File: src/rtl/uart_rx_deserializer.sv
// rtl/uart_rx_deserializer.sv - 8N1 UART receiver: oversampled framing, held byte with valid/ack, error flags
// Samples every bit at mid-bit from a 2-FF synchronised copy of the line.
module uart_rx_deserializer #(
  parameter int CLKS_PER_BIT = 5208,
  parameter int DATA_BITS    = 8
) (
  input  logic                 CLK,
  input  logic                 reset,
  input  logic                 rx_serial,
  input  logic                 rx_ack,
  input  logic                 err_clear,
  output logic [DATA_BITS-1:0] rx_data,
  output logic                 rx_valid,
  output logic                 frame_err,
  output logic                 overrun,
  output logic                 busy_rx
);
  localparam int            CW       = $clog2(CLKS_PER_BIT);
  localparam logic [CW-1:0] HALF     = CW'(CLKS_PER_BIT / 2 - 1);
  localparam logic [CW-1:0] FULL     = CW'(CLKS_PER_BIT - 1);
  localparam logic [2:0]    LAST_BIT = 3'(DATA_BITS - 1);

  localparam logic [1:0] S_IDLE  = 2'd0;
  localparam logic [1:0] S_START = 2'd1;
  localparam logic [1:0] S_DATA  = 2'd2;
  localparam logic [1:0] S_STOP  = 2'd3;

  logic                 sync1_q, rx_s_q;
  logic [1:0]           state_q, state_d;
  logic [CW-1:0]        cnt_q, cnt_d;
  logic [2:0]           bit_cnt_q, bit_cnt_d;
  logic [DATA_BITS-1:0] shift_q, shift_d;
  logic [DATA_BITS-1:0] data_q, data_d;
  logic                 valid_q, valid_d;
  logic                 ferr_q, ferr_d;
  logic                 ovr_q, ovr_d;
  logic                 busy_q;
  logic                 armed_q, armed_d;

  // armed_q blocks a held-low line (break) from re-triggering until it has been seen high
  always_comb begin
    state_d   = state_q;
    cnt_d     = cnt_q + 1'b1;
    bit_cnt_d = bit_cnt_q;
    shift_d   = shift_q;
    data_d    = data_q;
    valid_d   = valid_q & ~rx_ack;
    ferr_d    = 1'b0;
    ovr_d     = ovr_q & ~err_clear;
    armed_d   = armed_q | rx_s_q;
    case (state_q)
      S_IDLE: begin
        cnt_d = '0;
        if (!rx_s_q && armed_q) state_d = S_START;
      end
      S_START: begin
        if (cnt_q == HALF) begin
          cnt_d     = '0;
          bit_cnt_d = '0;
          state_d   = rx_s_q ? S_IDLE : S_DATA;
        end
      end
      S_DATA: begin
        if (cnt_q == FULL) begin
          cnt_d     = '0;
          shift_d   = {rx_s_q, shift_q[DATA_BITS-1:1]};
          bit_cnt_d = bit_cnt_q + 1'b1;
          if (bit_cnt_q == LAST_BIT) state_d = S_STOP;
        end
      end
      S_STOP: begin
        if (cnt_q == FULL) begin
          cnt_d   = '0;
          state_d = S_IDLE;
          if (rx_s_q) begin
            data_d  = shift_q;
            valid_d = 1'b1;
            if (valid_q && !rx_ack) ovr_d = 1'b1;
          end else begin
            ferr_d  = 1'b1;
            armed_d = 1'b0;
          end
        end
      end
      default: begin
        state_d = S_IDLE;
        cnt_d   = '0;
      end
    endcase
  end

  always_ff @(posedge CLK or posedge reset) begin
    if (reset) begin
      sync1_q   <= 1'b1;
      rx_s_q    <= 1'b1;
      state_q   <= S_IDLE;
      cnt_q     <= '0;
      bit_cnt_q <= '0;
      shift_q   <= '0;
      data_q    <= '0;
      valid_q   <= 1'b0;
      ferr_q    <= 1'b0;
      ovr_q     <= 1'b0;
      busy_q    <= 1'b0;
      armed_q   <= 1'b1;
    end else begin
      sync1_q   <= rx_serial;
      rx_s_q    <= sync1_q;
      state_q   <= state_d;
      cnt_q     <= cnt_d;
      bit_cnt_q <= bit_cnt_d;
      shift_q   <= shift_d;
      data_q    <= data_d;
      valid_q   <= valid_d;
      ferr_q    <= ferr_d;
      ovr_q     <= ovr_d;
      busy_q    <= (state_d != S_IDLE);
      armed_q   <= armed_d;
    end
  end

  assign rx_data   = data_q;
  assign rx_valid  = valid_q;
  assign frame_err = ferr_q;
  assign overrun   = ovr_q;
  assign busy_rx   = busy_q;

endmodule

File: config.mk
export PLATFORM = sky130hd
export DESIGN_NAME = uart_rx_deserializer
export DESIGN_NICKNAME = d
export VERILOG_FILES = /design/src/rtl/uart_rx_deserializer.sv
export SDC_FILE = /design/constraint.sdc
export NUM_CORES = 1
export LEC_CHECK = 0
export CORE_ASPECT_RATIO = 0.5
export CORE_MARGIN = 2
export CORE_UTILIZATION = 50
export DETAILED_ROUTE_END_ITERATION = 8
export DONT_BUFFER_PORTS = 1
export GPL_ROUTABILITY_DRIVEN = 1
export GPL_TIMING_DRIVEN = 1
export SYNTH_ARGS = -nofsm -noshare
export SYNTH_HDL_FRONTEND = slang
export SYNTH_SLANG_ARGS = --single-unit
export TNS_END_PERCENT = 1
File: constraint.sdc
create_clock -name CLK -period 2.1 [get_ports CLK]
set_input_delay 0.315 -clock CLK [delete_from_list [all_inputs] [get_ports CLK]]
set_output_delay 0.315 -clock CLK [all_outputs]
set_load 0.05 [all_outputs]
==> qor.csv, run 1 <==
stage;metric;value;unit
outcome;status;complete, no violations;
clocking;clock_tree_from_tritoncts;done;
timing;fin_worst_hold_slack;0.111;ns
timing;slew_headroom;67.6;%
run;drv_cap;0;
setup_path;cp-end-kind;flop;
floorplanning;die_width;90.9;um
setup_path;critical_path.cell_chain;ha_1 -> and4bb_2 -> and4_1 -> nand2_1 -> mux2_2;
detailed_routing;number_of_optimization_iterations_in_the_first_detailed_route_pass;4;
synthesis;syn_nets;168;
clocking;cts_made_buffers;5;
timing;fin_worst_skew;0.00861;ns
clocking;postCtsResizedCells;0;
power;ir_drop;396;uV
power;p_per_area;950;nW/um^2
setup_path;data_required_critical_path;2.28;ns
synthesis;synth_area_per_cell;12.1;sq um
global_route;number_of_global_route_vias_before_repair;1132;
global_route;antenna_found_initial;0;
clocking;clockBufferDepth;2;
finish;area_delta_synth_final;12.1;%
setup_path;arrival;2.15;ns
synthesis;post_synth_instance_area;1890;sq um
detailed_routing;ant_nets;0;
synthesis;post_synth_inst_count;156;
finish;post_route_cells_drive_above_1_share;24.4;%
global_route;groute.usage.overall;18.0;%
floorplanning;io-pin-count;17;
clocking;cts.sinks;41;
finish;finalNetCount;183;
timing;maxClockFrequency;508;MHz
timing;worst_pin_slew;0.486;ns
synthesis;synth-seq-area-share;54.6;%
global_route;globalRouteOverflowTotal;0;
setup_path;cp.buffers_inverters;0;
clocking;clk_latency;0.29;ns
placed_design;numPortBuffers;0;
detailed_routing;routed-via-count;1184;
timing;setup_total_negative_slack;0;ns
setup_path;worstSetupPathType;reg -> reg;
clocking;ctsRootBufferMaster;sky130_fd_sc_hd__clkbuf_8;
setup_path;setup.worst_path.start_class;flop;
detailed_routing;totalWireLength;3280;um
clocking;ctsHoldBuffers;2;
timing;maxSlewViolCount;0;
global_route;first_pass_grt_wire_length;5580;um
timing;final_min_period_over_clock_period;93.7;%
clocking;cts.reportedPaths.clkPinSlew;0.08;ns
floorplanning;fp-row-count;15;
placed_design;place.gp.congestion;0.775;
finish;num_antenna_cells;0;
setup_path;worst-r2r-setup-slack;0.13;ns
clocking;h_tree_levels;2;
synthesis;synthDominantCellAreaShare;50.4;%
clocking;post_cts_buffers;0;
setup_path;critical_path.max_stage_delay;0.41;ns
synthesis;ys_types;40;
synthesis;synth.largest_area_cell;sky130_fd_sc_hd__dfrtp_1;
floorplanning;start_util;53.5;%
timing;layout_min_cycle_time;1.97;ns
timing;finalHoldViolations;0;
synthesis;synth_top_flop_cell;sky130_fd_sc_hd__dfrtp_1;
timing;final_setup_vio_count;0;
floorplanning;floorplan.die_area;4310;sq um
floorplanning;fp.dieH;47.4;um
synthesis;synth_edf_count;0;
setup_path;timing.critical_path.max_delay_family;simple AND/OR/NAND/NOR gates;
min_path;hp-class;in -> reg;
setup_path;critical_path.max_fanout;9;
synthesis;synth.ff_latch_count;41;
synthesis;yosys_warnings;0;
synthesis;yosys-top-cells-area;sky130_fd_sc_hd__dfrtp_1, sky130_fd_sc_hd__mux2_2, sky130_fd_sc_hd__ha_1, sky130_fd_sc_hd__dfstp_2, sky130_fd_sc_hd__nor2_1;
placed_design;dp_hpwl;2220;um
finish;postLayoutCoreUtil;60.0;%
detailed_routing;routedWlPerCell;14.7;um
global_route;maximum_number_of_pins_on_one_net_before_global_route_repair;25;
detailed_routing;post_drt_via_cell_ratio;5.31;
floorplanning;placeableCoreArea;3530;sq um
timing;grt_setup_unrepaired;false;
detailed_routing;route.detailed.drc;0;
synthesis;postSynth.asyncResetShare;100;%
setup_path;critical_path.slowest_cell;sky130_fd_sc_hd__dfrtp_1;
power;leakagePower;0.971;nW
detailed_routing;drt_iter0_drc;36;
## per-stage QoR
step / cell area, sq um / setup WS, ns / instances / power, W
global placement: 2000 / 0.182 / 213 / 0.00148
detailed placement: 2000 / 0.124 / 213 / 0.00149
global route: 2120 / 0.0167 / 223 / 0.00214
floorplan: 1890 / 0.290 / 156 / 0.00132
finish: 2120 / 0.133 / 223 / 0.00201
CTS: 2120 / 0.118 / 223 / 0.00203
## sequential cells by signal, summed over array words and instances, names as in the netlist
register / flops
rx_data: 8
armed_q: 1
frame_err: 1
state_q: 2
busy_rx: 1
overrun: 1
bit_cnt_q: 3
shift_q: 8
cnt_q: 13
rx_s_q: 1
sync1_q: 1
rx_valid: 1
## cell families (layout without fill, tap and decap cells)
kind of cell	Yosys count	after routing	synth area share [%]
flip-flops	41	41	54.6
multiplexers	17	17	10.1
AND/OR/NAND/NOR	56	56	16.9
buffers and inverters	7	23	1.46
adder cells (fa/ha/maj)	7	7	4.64
AO/OA/AOI/OAI	17	17	7.16
XOR/XNOR	11	11	5.11
## final timing paths
check	start	end	depth (start not counted)
setup / recovery	cnt_q[0]$_DFF_PP0_	shift_q[6]$_DFFE_PP0P_	5
hold / removal	err_clear	overrun$_DFF_PP0_	1
setup reg to reg	cnt_q[0]$_DFF_PP0_	shift_q[6]$_DFFE_PP0P_	5
hold reg to reg	sync1_q$_DFF_PP1_	rx_s_q$_DFF_PP1_	0
max in group asynchronous	reset	rx_s_q$_DFF_PP1_	3
min in group asynchronous	reset	frame_err$_DFF_PP0_	3
## metal layers
layer	up-vias	global-route usage, %	wire length (um)
li1	578	-	-
met1	584	24.8	1770
met2	17	25.7	1310
met3	5	6.93	155
met4	0	8.18	42
met5	-	0	0
## synthesized netlist by cell type (all sizes together) (2+ instances only)
cell type   n
ha          7
o21ai       2
a22o        2
and4bb      3
and2        3
xnor2       5
nand2      10
xor2        6
dfrtp      38
nand3       5
mux2       17
nor2       19
nor3        2
nor2b       2
nand4       5
inv         5
dfstp       3
a21o        3
o22ai       2
## layout make-up
class | instances | area [sq um]
Clock inverter | 1 | 7.51
Tap cell | 51 | 63.8
Clock buffer | 7 | 86.3
Timing Repair Buffer | 10 | 80.1
Sequential cell | 41 | 1030
Multi-Input combinational cell | 108 | 830
Inverter | 5 | 18.8
Fill cell | 306 | 1410
## power by group
group	total, W	switching (W)	internal (W)
clock	0.000527	0.000260	0.000267
combinational	0.000566	0.000321	0.000244
sequential	0.000918	0.0000738	0.000844
total	0.00201	0.000656	0.00135
## placed cells by master (no fill, tap or decap), types with 3 or more instances in the layout
| cell type | instances |
|---|---|
| sky130_fd_sc_hd__dfrtp_1 | 38 |
| sky130_fd_sc_hd__nor2_1 | 19 |
| sky130_fd_sc_hd__mux2_2 | 17 |
| sky130_fd_sc_hd__nand2_1 | 10 |
| sky130_fd_sc_hd__buf_4 | 8 |
| sky130_fd_sc_hd__ha_1 | 7 |
| sky130_fd_sc_hd__xor2_1 | 6 |
| sky130_fd_sc_hd__clkbuf_8 | 6 |
| sky130_fd_sc_hd__xnor2_1 | 5 |
| sky130_fd_sc_hd__inv_1 | 5 |
| sky130_fd_sc_hd__nand4_1 | 4 |
| sky130_fd_sc_hd__nand3_1 | 4 |
| sky130_fd_sc_hd__and2_1 | 3 |
| sky130_fd_sc_hd__dfstp_2 | 3 |
Power figures use the tool's default switching activity.
==> run 2: changes to the inputs <==
- CORE_UTILIZATION: 50 -> 54
- PLACE_DENSITY: default -> 0.72
- clock period: 2.1 -> 1.8 ns (I/O delays scaled with it)
==> qor.csv, run 2 (synthesized netlist as in run 1, its figures left out) <==
stage;metric;value;unit;change
detailed_routing;totalWireLength;3490;um;was 3280 um
power;power_share_of_the_clock_group;27.8;%;was 26.2%
detailed_routing;routed-via-count;1250;;was 1184
global_route;groute.usage.overall;19.8;%;was 18.0%
timing;worst_pin_slew;0.486;ns;about the same
setup_path;critical_path.max_stage_delay;0.38;ns;was 0.41 ns
clocking;cts_made_buffers;5;;unchanged
detailed_routing;drt_iter0_drc;57;;was 36
min_path;whs_endpoint;overrun$_DFF_PP0_;;unchanged
global_route;globalRouteOverflowTotal;0;;unchanged
setup_path;timing.reg2reg.worst_path_depth;6;;was 5
finish;area_delta_synth_final;20.5;%;was 12.1%
setup_path;setup.worst_path.start_class;flop;;unchanged
finish;layout_commonest_cell;sky130_fd_sc_hd__dfrtp_1;;unchanged
power;power_report.internal_total;0.00180;W;was 0.00135 W
setup_path;timing.critical_path.max_delay_family;simple AND/OR/NAND/NOR gates;;unchanged
setup_path;r2r-start;cnt_q[1]$_DFF_PP0_;;was cnt_q[0]$_DFF_PP0_
setup_path;data_required_critical_path;1.98;ns;was 2.28 ns
power;switching_share;31.6;%;was 32.6%
floorplanning;fp-row-count;15;;unchanged
setup_path;cp.buffers_inverters;0;;unchanged
outcome;status;complete, no violations;;unchanged
global_route;antenna_found_initial;0;;unchanged
timing;final_min_period_over_clock_period;97.7;%;was 93.7%
finish;largest_register_ff_count;13;;unchanged
timing;final_setup_vio_count;0;;unchanged
setup_path;rr_endpoint;busy_rx$_DFF_PP0_;;was shift_q[6]$_DFFE_PP0P_
detailed_routing;number_of_optimization_iterations_in_the_first_detailed_route_pass;4;;unchanged
finish;finalNetCount;193;;was 183
placed_design;placedInstanceArea;2090;sq um;was 2000 sq um
min_path;cell_count_of_the_worst_hold_path;1;;unchanged
finish;num_antenna_cells;0;;unchanged
power;power_switching;0.000831;W;was 0.000656 W
min_path;timing.hold.worst.start;err_clear;;unchanged
clocking;clk_latency;0.29;ns;about the same
power;sequentialPowerShare;40.4;%;was 45.6%
setup_path;critical_path.max_fanout;3;;was 9
run;drv_cap;0;;unchanged
timing;layout_min_cycle_time;1.76;ns;was 1.97 ns
detailed_routing;ant_nets;0;;unchanged
detailed_routing;routedWlPerCell;15.0;um;was 14.7 um
timing;maxSlewViolCount;0;;unchanged
clocking;clock_tree_from_tritoncts;done;;unchanged
placed_design;numPortBuffers;0;;unchanged
placed_design;place.gp.congestion;0.802;;was 0.775
clocking;cts.sinks;41;;unchanged
timing;fin_worst_skew;0.00348;ns;was 0.00861 ns
setup_path;cp-end-kind;flop;;unchanged
clocking;cts.reportedPaths.clkPinSlew;0.08;ns;about the same
finish;layout.cells.non_filler;233;;was 223
timing;maxClockFrequency;569;MHz;was 508 MHz
global_route;maximum_number_of_pins_on_one_net_before_global_route_repair;32;;was 25
setup_path;critical_path.slowest_cell;sky130_fd_sc_hd__dfrtp_1;;unchanged
finish;most-common-layout-cells;sky130_fd_sc_hd__dfrtp_1, sky130_fd_sc_hd__nor2_1, sky130_fd_sc_hd__mux2_2, sky130_fd_sc_hd__buf_4, sky130_fd_sc_hd__nand2_1;;was sky130_fd_sc_hd__dfrtp_1, sky130_fd_sc_hd__nor2_1, sky130_fd_sc_hd__mux2_2, sky130_fd_sc_hd__nand2_1, sky130_fd_sc_hd__buf_4
timing;finalHoldViolations;0;;unchanged
setup_path;worstSetupPathType;reg -> reg;;unchanged
power;ir_drop;594;uV;was 396 uV
setup_path;worst-r2r-setup-slack;0.04;ns;was 0.13 ns
finish;post_route_cells_drive_above_1_share;34.1;%;was 24.4%
finish;top_register;cnt_q;;unchanged
floorplanning;fp.dieH;45.8;um;was 47.4 um
placed_design;dp_hpwl;2370;um;was 2220 um
detailed_routing;post_drt_via_cell_ratio;5.36;;was 5.31
min_path;hp-class;in -> reg;;unchanged
floorplanning;die_width;87.6;um;was 90.9 um
finish;post-route-cell-area;2270;sq um;was 2120 sq um
setup_path;critical_path.cell_chain;ha_2 -> and4bb_2 -> nand4_4 -> a311o_1 -> o2bb2ai_2 -> or2_1;;was ha_1 -> and4bb_2 -> and4_1 -> nand2_1 -> mux2_2
power;p_per_area;1160;nW/um^2;was 950 nW/um^2
clocking;ctsRootBufferMaster;sky130_fd_sc_hd__clkbuf_8;;unchanged
timing;grt_setup_unrepaired;true;;was false
floorplanning;io-pin-count;17;;unchanged
timing;fin_worst_hold_slack;0.0690;ns;was 0.111 ns
power;share_of_total_power_in_combinational_logic;31.8;%;was 28.1%
detailed_routing;route.detailed.drc;0;;unchanged
setup_path;arrival;1.93;ns;was 2.15 ns
clocking;h_tree_levels;2;;unchanged
clocking;clockBufferDepth;2;;unchanged
global_route;number_of_global_route_vias_before_repair;1241;;was 1132
global_route;first_pass_grt_wire_length;5830;um;was 5580 um
floorplanning;floorplan.die_area;4010;sq um;was 4310 sq um
floorplanning;start_util;55.5;%;was 53.5%
power;leakagePower;1.05;nW;was 0.971 nW
placed_design;dpl.cell_count;223;;was 213
timing;slew_headroom;67.6;%;about the same
floorplanning;placeableCoreArea;3400;sq um;was 3530 sq um
run 2: changes by cell type in the layout (fill, tap and decap cells not counted), sizes merged:
cell      delta
buf         +10
bufinv       +1
clkbuf       -1
clkinv       +1
clkinvlp     -1
run 2: worst register-to-register path, stage by stage, from the launching register on:
cell                        delay, ns
sky130_fd_sc_hd__dfrtp_1         0.38
sky130_fd_sc_hd__ha_2            0.19
sky130_fd_sc_hd__and4bb_2        0.28
sky130_fd_sc_hd__nand4_4         0.11
sky130_fd_sc_hd__a311o_1         0.34
sky130_fd_sc_hd__o2bb2ai_2       0.13
sky130_fd_sc_hd__or2_1           0.22
run 2: metal layers:
layer / GRT usage, % / vias to the layer above / wire [um]
met2: 29.5 / 27 / 1540
met4: 8.92 / 0 / 54
met5: 0 / - / 0
met3: 6.16 / 6 / 179
li1: - / 596 / -
met1: 27.0 / 621 / 1720
run 2: power by group through the flow:
stage	Sequential (W)	Clock [W]	Combinational, W
6_report	0.00106	0.000731	0.000835
5_1_grt	0.00107	0.000798	0.000924
4_1_cts	0.00106	0.000744	0.000764
3_5_place_dp	0.00108	0	0.000736
3_3_place_gp	0.00107	0	0.000727
2_1_floorplan	0.00108	0	0.000456
run 2: through the flow:
| step | worst slack [ns] | util, % | TNS, ns | total power [W] |
|---|---|---|---|---|
| after global routing | -0.0315 | 66.9 | -0.0332 | 0.00279 |
| after floorplan | 0.00928 | - | 0 | 0.00154 |
| after CTS | -0.0359 | 65.7 | -0.286 | 0.00257 |
| after global placement | 0.0545 | 61.6 | 0 | 0.00180 |
| after detailed placement | -0.0336 | 61.6 | -0.215 | 0.00181 |
| final | 0.0415 | 66.9 | 0 | 0.00263 |
run 2: what timing repair did:
action,CTS,global route
hold buffers,2,0
gates resized for setup,1,11
hold endpoints to repair,9,0
pin swaps,0,2
buffers inserted,0,0
endpoints found under the setup margin,17,33
run 2: cell type report:
type | count | area [sq um]
timing repair buffer | 20 | 168
fill | 250 | 1120
tap | 51 | 63.8
clock buffer | 6 | 72.6
sequential | 41 | 1030
multi-input combinational | 108 | 882
inverter | 5 | 18.8
clock inverter | 2 | 38.8
run 2: worst max-delay path by stage:
stage                             from                     end  slack, ns  depth (start not counted)
floorplan           cnt_q[0]$_DFF_PP0_       busy_rx$_DFF_PP0_      0.009                          6
global route        cnt_q[1]$_DFF_PP0_       busy_rx$_DFF_PP0_      -0.03                          6
CTS                 cnt_q[1]$_DFF_PP0_  rx_data[7]$_DFFE_PP0P_      -0.04                          5
detailed placement  cnt_q[1]$_DFF_PP0_  rx_data[7]$_DFFE_PP0P_      -0.03                          5
finish              cnt_q[1]$_DFF_PP0_       busy_rx$_DFF_PP0_       0.04                          6
global placement    cnt_q[1]$_DFF_PP0_  rx_data[1]$_DFFE_PP0P_       0.05                          5
